**config.mk**
```make
export PLATFORM = sky130hd
export DESIGN_NAME = snn_config_bank
export DESIGN_NICKNAME = d
export VERILOG_FILES = /design/src/rtl/snn_config_bank.sv
export SDC_FILE = /design/constraint.sdc
export NUM_CORES = 2
export LEC_CHECK = 0
export BUFFER_PORTS_ARGS = -buffer_cell sky130_fd_sc_hd__buf_4
export CAP_MARGIN = 20
export CORE_AREA = 3 3 510 512
export DETAILED_ROUTE_END_ITERATION = 10
export DIE_AREA = 0 0 513 515
export GPL_TIMING_DRIVEN = 0
export PLACE_DENSITY = 0.64
export SETUP_SLACK_MARGIN = 0.1
export SLEW_MARGIN = 15
export SYNTH_ARGS = -nofsm -noshare
export SYNTH_HDL_FRONTEND = slang
export SYNTH_SLANG_ARGS = --single-unit
```
**constraint.sdc**
```tcl
create_clock -name system_clock -period 4.4 [get_ports system_clock]
set_input_delay 0.44 -clock system_clock [delete_from_list [all_inputs] [get_ports system_clock]]
set_output_delay 0.44 -clock system_clock [all_outputs]
set_load 0.05 [all_outputs]
```
**src/rtl/snn_config_bank.sv**
```systemverilog
// snn_config_bank: double-buffered SNN configuration store.
// Framed byte protocol: write/read bursts, commit, sticky error.
module snn_config_bank #(
  parameter int NUM_BYTES = 128,
  parameter int ADDR_W    = 8
) (
  input  logic                   system_clock,
  input  logic                   reset,
  input  logic                   rx_valid,
  input  logic [7:0]             rx_data,
  input  logic                   frame_end,
  output logic                   tx_valid,
  output logic [7:0]             tx_data,
  input  logic                   tx_ready,
  output logic [NUM_BYTES*8-1:0] config_out,
  output logic                   commit_pulse,
  output logic                   error,
  output logic                   busy
);

  localparam int IW = (NUM_BYTES > 1) ? $clog2(NUM_BYTES) : 1;
  localparam logic [ADDR_W:0] NB = NUM_BYTES[ADDR_W:0];

  typedef enum logic [2:0] {
    IDLE, ADDR, LEN, WDATA, RDATA
  } state_t;

  state_t state_q, state_d;

  logic [NUM_BYTES*8-1:0] shadow_q;
  logic [NUM_BYTES*8-1:0] active_q;
  // One spare bit so a burst running past the top never wraps to 0.
  logic [ADDR_W:0]        addr_q;
  logic [ADDR_W-1:0]      cnt_q;
  logic                   rd_q;

  logic              rx_ok;
  logic              in_range;
  logic [IW-1:0]     idx;
  logic [ADDR_W-1:0] len_in;

  logic cmd_commit, cmd_clr, cmd_bad;
  logic ld_addr, ld_len, wr_en, present, hs;

  assign rx_ok      = rx_valid && !frame_end;
  assign in_range   = addr_q < NB;
  assign idx        = addr_q[IW-1:0];
  assign len_in     = ADDR_W'(rx_data);
  assign busy       = state_q != IDLE;
  assign config_out = active_q;

  always_ff @(posedge system_clock) begin
    if (reset) state_q <= IDLE;
    else       state_q <= state_d;
  end

  always_comb begin
    state_d    = state_q;
    cmd_commit = 1'b0;
    cmd_clr    = 1'b0;
    cmd_bad    = 1'b0;
    ld_addr    = 1'b0;
    ld_len     = 1'b0;
    wr_en      = 1'b0;
    present    = 1'b0;
    hs         = 1'b0;
    unique case (state_q)
      IDLE: if (rx_valid) begin
        unique case (1'b1)
          (rx_data == 8'h01),
          (rx_data == 8'h02): state_d    = ADDR;
          (rx_data == 8'h03): cmd_commit = 1'b1;
          (rx_data == 8'h04): cmd_clr    = 1'b1;
          default:            cmd_bad    = 1'b1;
        endcase
      end
      ADDR: if (rx_ok) begin
        ld_addr = 1'b1;
        state_d = LEN;
      end
      LEN: if (rx_ok) begin
        ld_len = 1'b1;
        if (len_in == '0) begin
          state_d = IDLE;
        end else begin
          state_d = rd_q ? RDATA : WDATA;
          present = rd_q;
        end
      end
      WDATA: if (rx_ok) begin
        wr_en = 1'b1;
        if (cnt_q == ADDR_W'(1)) state_d = IDLE;
      end
      RDATA: if (!frame_end) begin
        if (tx_valid && tx_ready) begin
          hs = 1'b1;
          if (cnt_q == ADDR_W'(1)) state_d = IDLE;
        end else if (!tx_valid) begin
          present = 1'b1;
        end
      end
      default: state_d = IDLE;
    endcase
    if (frame_end && state_q != IDLE) state_d = IDLE;
  end

  always_ff @(posedge system_clock) begin
    if (reset) begin
      shadow_q     <= '0;
      active_q     <= '0;
      addr_q       <= '0;
      cnt_q        <= '0;
      rd_q         <= 1'b0;
      tx_valid     <= 1'b0;
      tx_data      <= '0;
      commit_pulse <= 1'b0;
      error        <= 1'b0;
    end else begin
      commit_pulse <= cmd_commit;
      if (cmd_commit) active_q <= shadow_q;
      if (cmd_clr)    error    <= 1'b0;
      if (cmd_bad)    error    <= 1'b1;
      if (state_q == IDLE && rx_valid) rd_q <= rx_data == 8'h02;
      if (ld_addr) addr_q <= {1'b0, ADDR_W'(rx_data)};
      if (ld_len)  cnt_q  <= len_in;
      if (wr_en) begin
        if (in_range) shadow_q[{idx, 3'b000} +: 8] <= rx_data;
        else          error <= 1'b1;
        addr_q <= addr_q + 1'b1;
        cnt_q  <= cnt_q - 1'b1;
      end
      if (present) begin
        tx_valid <= 1'b1;
        tx_data  <= in_range ? active_q[{idx, 3'b000} +: 8] : 8'h00;
        if (!in_range) error <= 1'b1;
      end
      if (hs) begin
        tx_valid <= 1'b0;
        addr_q   <= addr_q + 1'b1;
        cnt_q    <= cnt_q - 1'b1;
      end
      if (frame_end && state_q != IDLE) tx_valid <= 1'b0;
    end
  end

endmodule

```
==> metrics.md <==
| Metric | Value |
|---|---|
| Run status | `finished, violations left` |
| Failing checks | `max-capacitance violations, max-slew violations, negative setup slack` |
| Worst-path clk slew | `0.07 ns` |
| Number of top-level pins | `1049` |
| Pins Over Slew Limit | `11` |
| Final setup margin | `-0.241 ns` |
| Async SR Flop Fraction | `0` |
| Finish-stage setup viols | `8` |
| RR Startpoint | `addr_q[1]$_SDFFE_PP0P_` |
| Grt total ovfl | `0` |
| P_int | `30.3 mW` |
| Critical Path RT | `5.20 ns` |
| Input/output buffers | `1047` |
| Vias post-DR | `83700` |
| Largest net degree at the start of global routing | `17` |
| CP Max Fanout | `10` |
| Die X | `513 µm` |
| Vias per cell | `5.79` |
| Hold EP | `rd_q$_SDFFE_PP0P_` |
| Placed cells | `13900` |
| Fin crit share | `1.05` |
| Post-route DRC | `0` |
| Total Power | `40.3 mW` |
| Post-route insts no fill | `14500` |
| Vias in the first global route | `74300` |
| Seq/Total Area, Yosys | `0.494` |
| Worst Hold Path Cells | `4` |
| CP Class | `flop to flop` |
| Dominant cell type by area after synthesis | `dfxtp_1` |
| Clock root buffer | `clkbuf_16` |
| TNS Setup | `-1.07 ns` |
| Drt pass-1 iters | `6` |
| Most frequent cell after synthesis | `nand2_1` |
| Nets | `10900` |
| Tot GR Track Use | `0.383` |
| HPWL after DPL | `425000 µm` |
| Comb pwr share | `0.043` |
| CTS Buf Count | `216` |
| Minimum setup slack among reg-to-reg paths | `-0.24 ns` |
| Die H | `515 µm` |
| Die Footprint | `264000 µm²` |
| Area share of the largest cell type after synthesis | `0.494` |
| Mean Syn Cell Area | `8.94 µm²` |
| Most used DFF post-synth | `dfxtp_1` |
| Setup Skew | `0.0666 ns` |
| Place WS | `-3.92 ns` |
| Cell Rows | `186` |
| FF+latch count, synth | `2080` |
| Share of cells above drive strength 1 | `0.202` |
| EDFF count, synth | `0` |
| Max-Cap Viols | `1` |
| RSZ-0062 raised after global routing | `yes` |
| Worst hold path class | `input pin to flop` |
| Global-route wire length before repair | `684000 µm` |
| Measured slew at the worst slew-check pin | `1.51 ns` |
| Worst setup EP type | `flop` |
| Fmax | `215 MHz` |
| Layout area overhead | `28.7%` |
| Worst-case clock buffer depth | `3` |
| Routability cong. | `1.09` |
| Startpoint types | `flop` |
| Switching Power | `9.93 mW` |
| Synth top cells by count | `nand2_1, dfxtp_1, mux2i_1` |
| CP arrival | `5.44 ns` |
| Hold Vio Cnt, Final | `0` |
| Antenna violations before repair | `55` |
| Post-Syn Nets | `9450` |
| FF-to-FF End | `tx_data[7]$_SDFFE_PP0P_` |
| Starting Density | `0.329` |
| Skew-Pair Late Insertion Delay | `0.93 ns` |
| Syn. warnings | `0` |
| Top post-synthesis cells by area | `dfxtp_1, mux2i_1, nand2_1` |
| Pleak | `40.9 nW` |
| Sequential cell fraction of total power | `0.468` |
| Core area | `256000 µm²` |
| Clock Power Share | `0.489` |
| DRT iter0 DRCs | `12800` |
| Cell Area, Synth | `84300 µm²` |
| FF-to-FF path depth | `9` |
| Antenna viol nets, final | `0` |
| CTS sink count | `2080` |
| Final WL | `531000 µm` |
| Yosys cell types | `74` |
| Drt wl/cell | `36.8 µm` |
| Worst hold start | `rx_data[2]` |
| Peak VDD IR | `0.000378 V` |
| H-tree levels | `4` |
| Pwr/cell area | `371 nW/µm²` |
| Switching part of the total power | `0.247` |
| Tmin final | `4.64 ns` |
| Slew Limit Headroom | `-0.00638` |
| CTS tree | `built` |
| Post-synthesis cell count | `9430` |
power by group through the flow:
stage	registers [mW]	logic, mW	clock network [mW]
after floorplan	19.3	0.676	0
after global placement	19.3	1.43	0
after detailed placement	19.3	1.50	0
after CTS	18.8	1.57	19.6
after global routing	18.8	1.69	20.3
final	18.8	1.72	19.7
sequential cells by signal, summed over array words and instances (netlist names):
register and count:
shadow_q 1024, addr_q 9, commit_pulse 1, error 1, tx_valid 1, config_out 1024, cnt_q 8, rd_q 1
tx_data 8, state_q 3
metal layers:
| metal | global-route usage | vias up | part of all wire |
|---|---|---|---|
| met5 | 0 | - | 0.00050 |
| met4 | 0.286 | 34 | 0.093 |
| met3 | 0.174 | 1430 | 0.16 |
| met2 | 0.520 | 6503 | 0.39 |
| met1 | 0.471 | 40800 | 0.36 |
| li1 | - | 34900 | - |
cell type report:
class	count	area (µm²)
Multi-Input combinational cell	6583	40800
Fill cell	25600	148000
Inverter	15	75.1
Tap cell	3384	4230
Clock buffer	306	6270
Buffer	748	3690
Clock inverter	98	1290
Antenna cell	25	62.6
Timing Repair Buffer	1221	10500
Sequential cell	2080	41600
worst max-delay path by stage:
stage	from	to	slack, ns	cells past startpoint
final	addr_q[1]$_SDFFE_PP0P_	tx_data[7]$_SDFFE_PP0P_	-0.24	9
after global routing	addr_q[0]$_SDFFE_PP0P_	tx_data[6]$_SDFFE_PP0P_	-0.04	12
after CTS	addr_q[0]$_SDFFE_PP0P_	tx_data[7]$_SDFFE_PP0P_	-0.18	10
after detailed placement	addr_q[1]$_SDFFE_PP0P_	shadow_q[799]$_SDFFE_PP0P_	-3.92	16
after global placement	addr_q[1]$_SDFFE_PP0P_	shadow_q[1020]$_SDFFE_PP0P_	-4.79	14
after floorplan	addr_q[1]$_SDFFE_PP0P_	shadow_q[512]$_SDFFE_PP0P_	0.15	15
what timing repair did:
action / in CTS / in global routing
gates resized for setup: 340 / 209
hold buffers: 2 / 0
endpoints found under the setup margin: 1057 / 981
cloned: 1 / 0
pin swaps: 58 / 24
hold endpoints to repair: 5 / 0
setup buffers: 81 / 23
cells by family (layout without fill, tap and decap cells):
group	after synthesis	count (layout)	synth area share
other cells	0	25	0
fa+ha+maj	7	7	0.00104
mux	1331	1331	0.185
compound gates	1412	1412	0.0914
simple gates	3830	3830	0.192
xor+xnor	3	3	0.000312
flops	2080	2080	0.494
buf+inv	767	2388	0.0360
critical path, cell delays in order (launching register included):
cell,delay (ns)
dfxtp_2,0.46
clkbuf_8,0.27
nor2b_1,0.15
clkbuf_2,0.63
clkbuf_2,0.73
clkbuf_2,0.78
a22oi_1,0.23
a31oi_1,0.49
nand4_1,0.39
a32o_1,0.35
metrics by stage:
| stage | hold WS (ns) | cell area, µm² | utilization |
|---|---|---|---|
| finish | 0.0861 | 108000 | 0.423 |
| global route | 0.105 | 108000 | 0.423 |
| CTS | 0.0393 | 108000 | 0.420 |
| detailed placement | 0.440 | 97700 | 0.381 |
| global placement | 0.438 | 96400 | 0.376 |
| floorplan | 0.428 | 84300 | - |
layout by cell type (no fill, tap or decap), types with 24 or more instances in the layout:
cell	Yosys	final
nand3_2	0	24
clkbuf_8	0	57
and3_1	160	157
buf_4	7	1128
dfxtp_1	2080	2079
o21ai_0	79	77
buf_6	6	31
clkbuf_16	0	218
nor2_4	0	38
nor2_2	20	46
a22oi_1	77	77
nand2_1	2175	2175
a21oi_1	1105	1103
buf_8	0	38
nand4_1	33	33
mux2i_1	1144	1144
clkinv_2	0	45
clkbuf_2	0	84
clkbuf_4	0	31
buf_2	66	30
mux4_2	182	182
clkbuf_1	646	564
and2_1	51	34
buf_12	0	67
nor4_4	35	35
nor2_1	1132	1068
diode_2	0	25
nand3_1	124	82
Note: power is estimated with default switching activity, not from simulation.
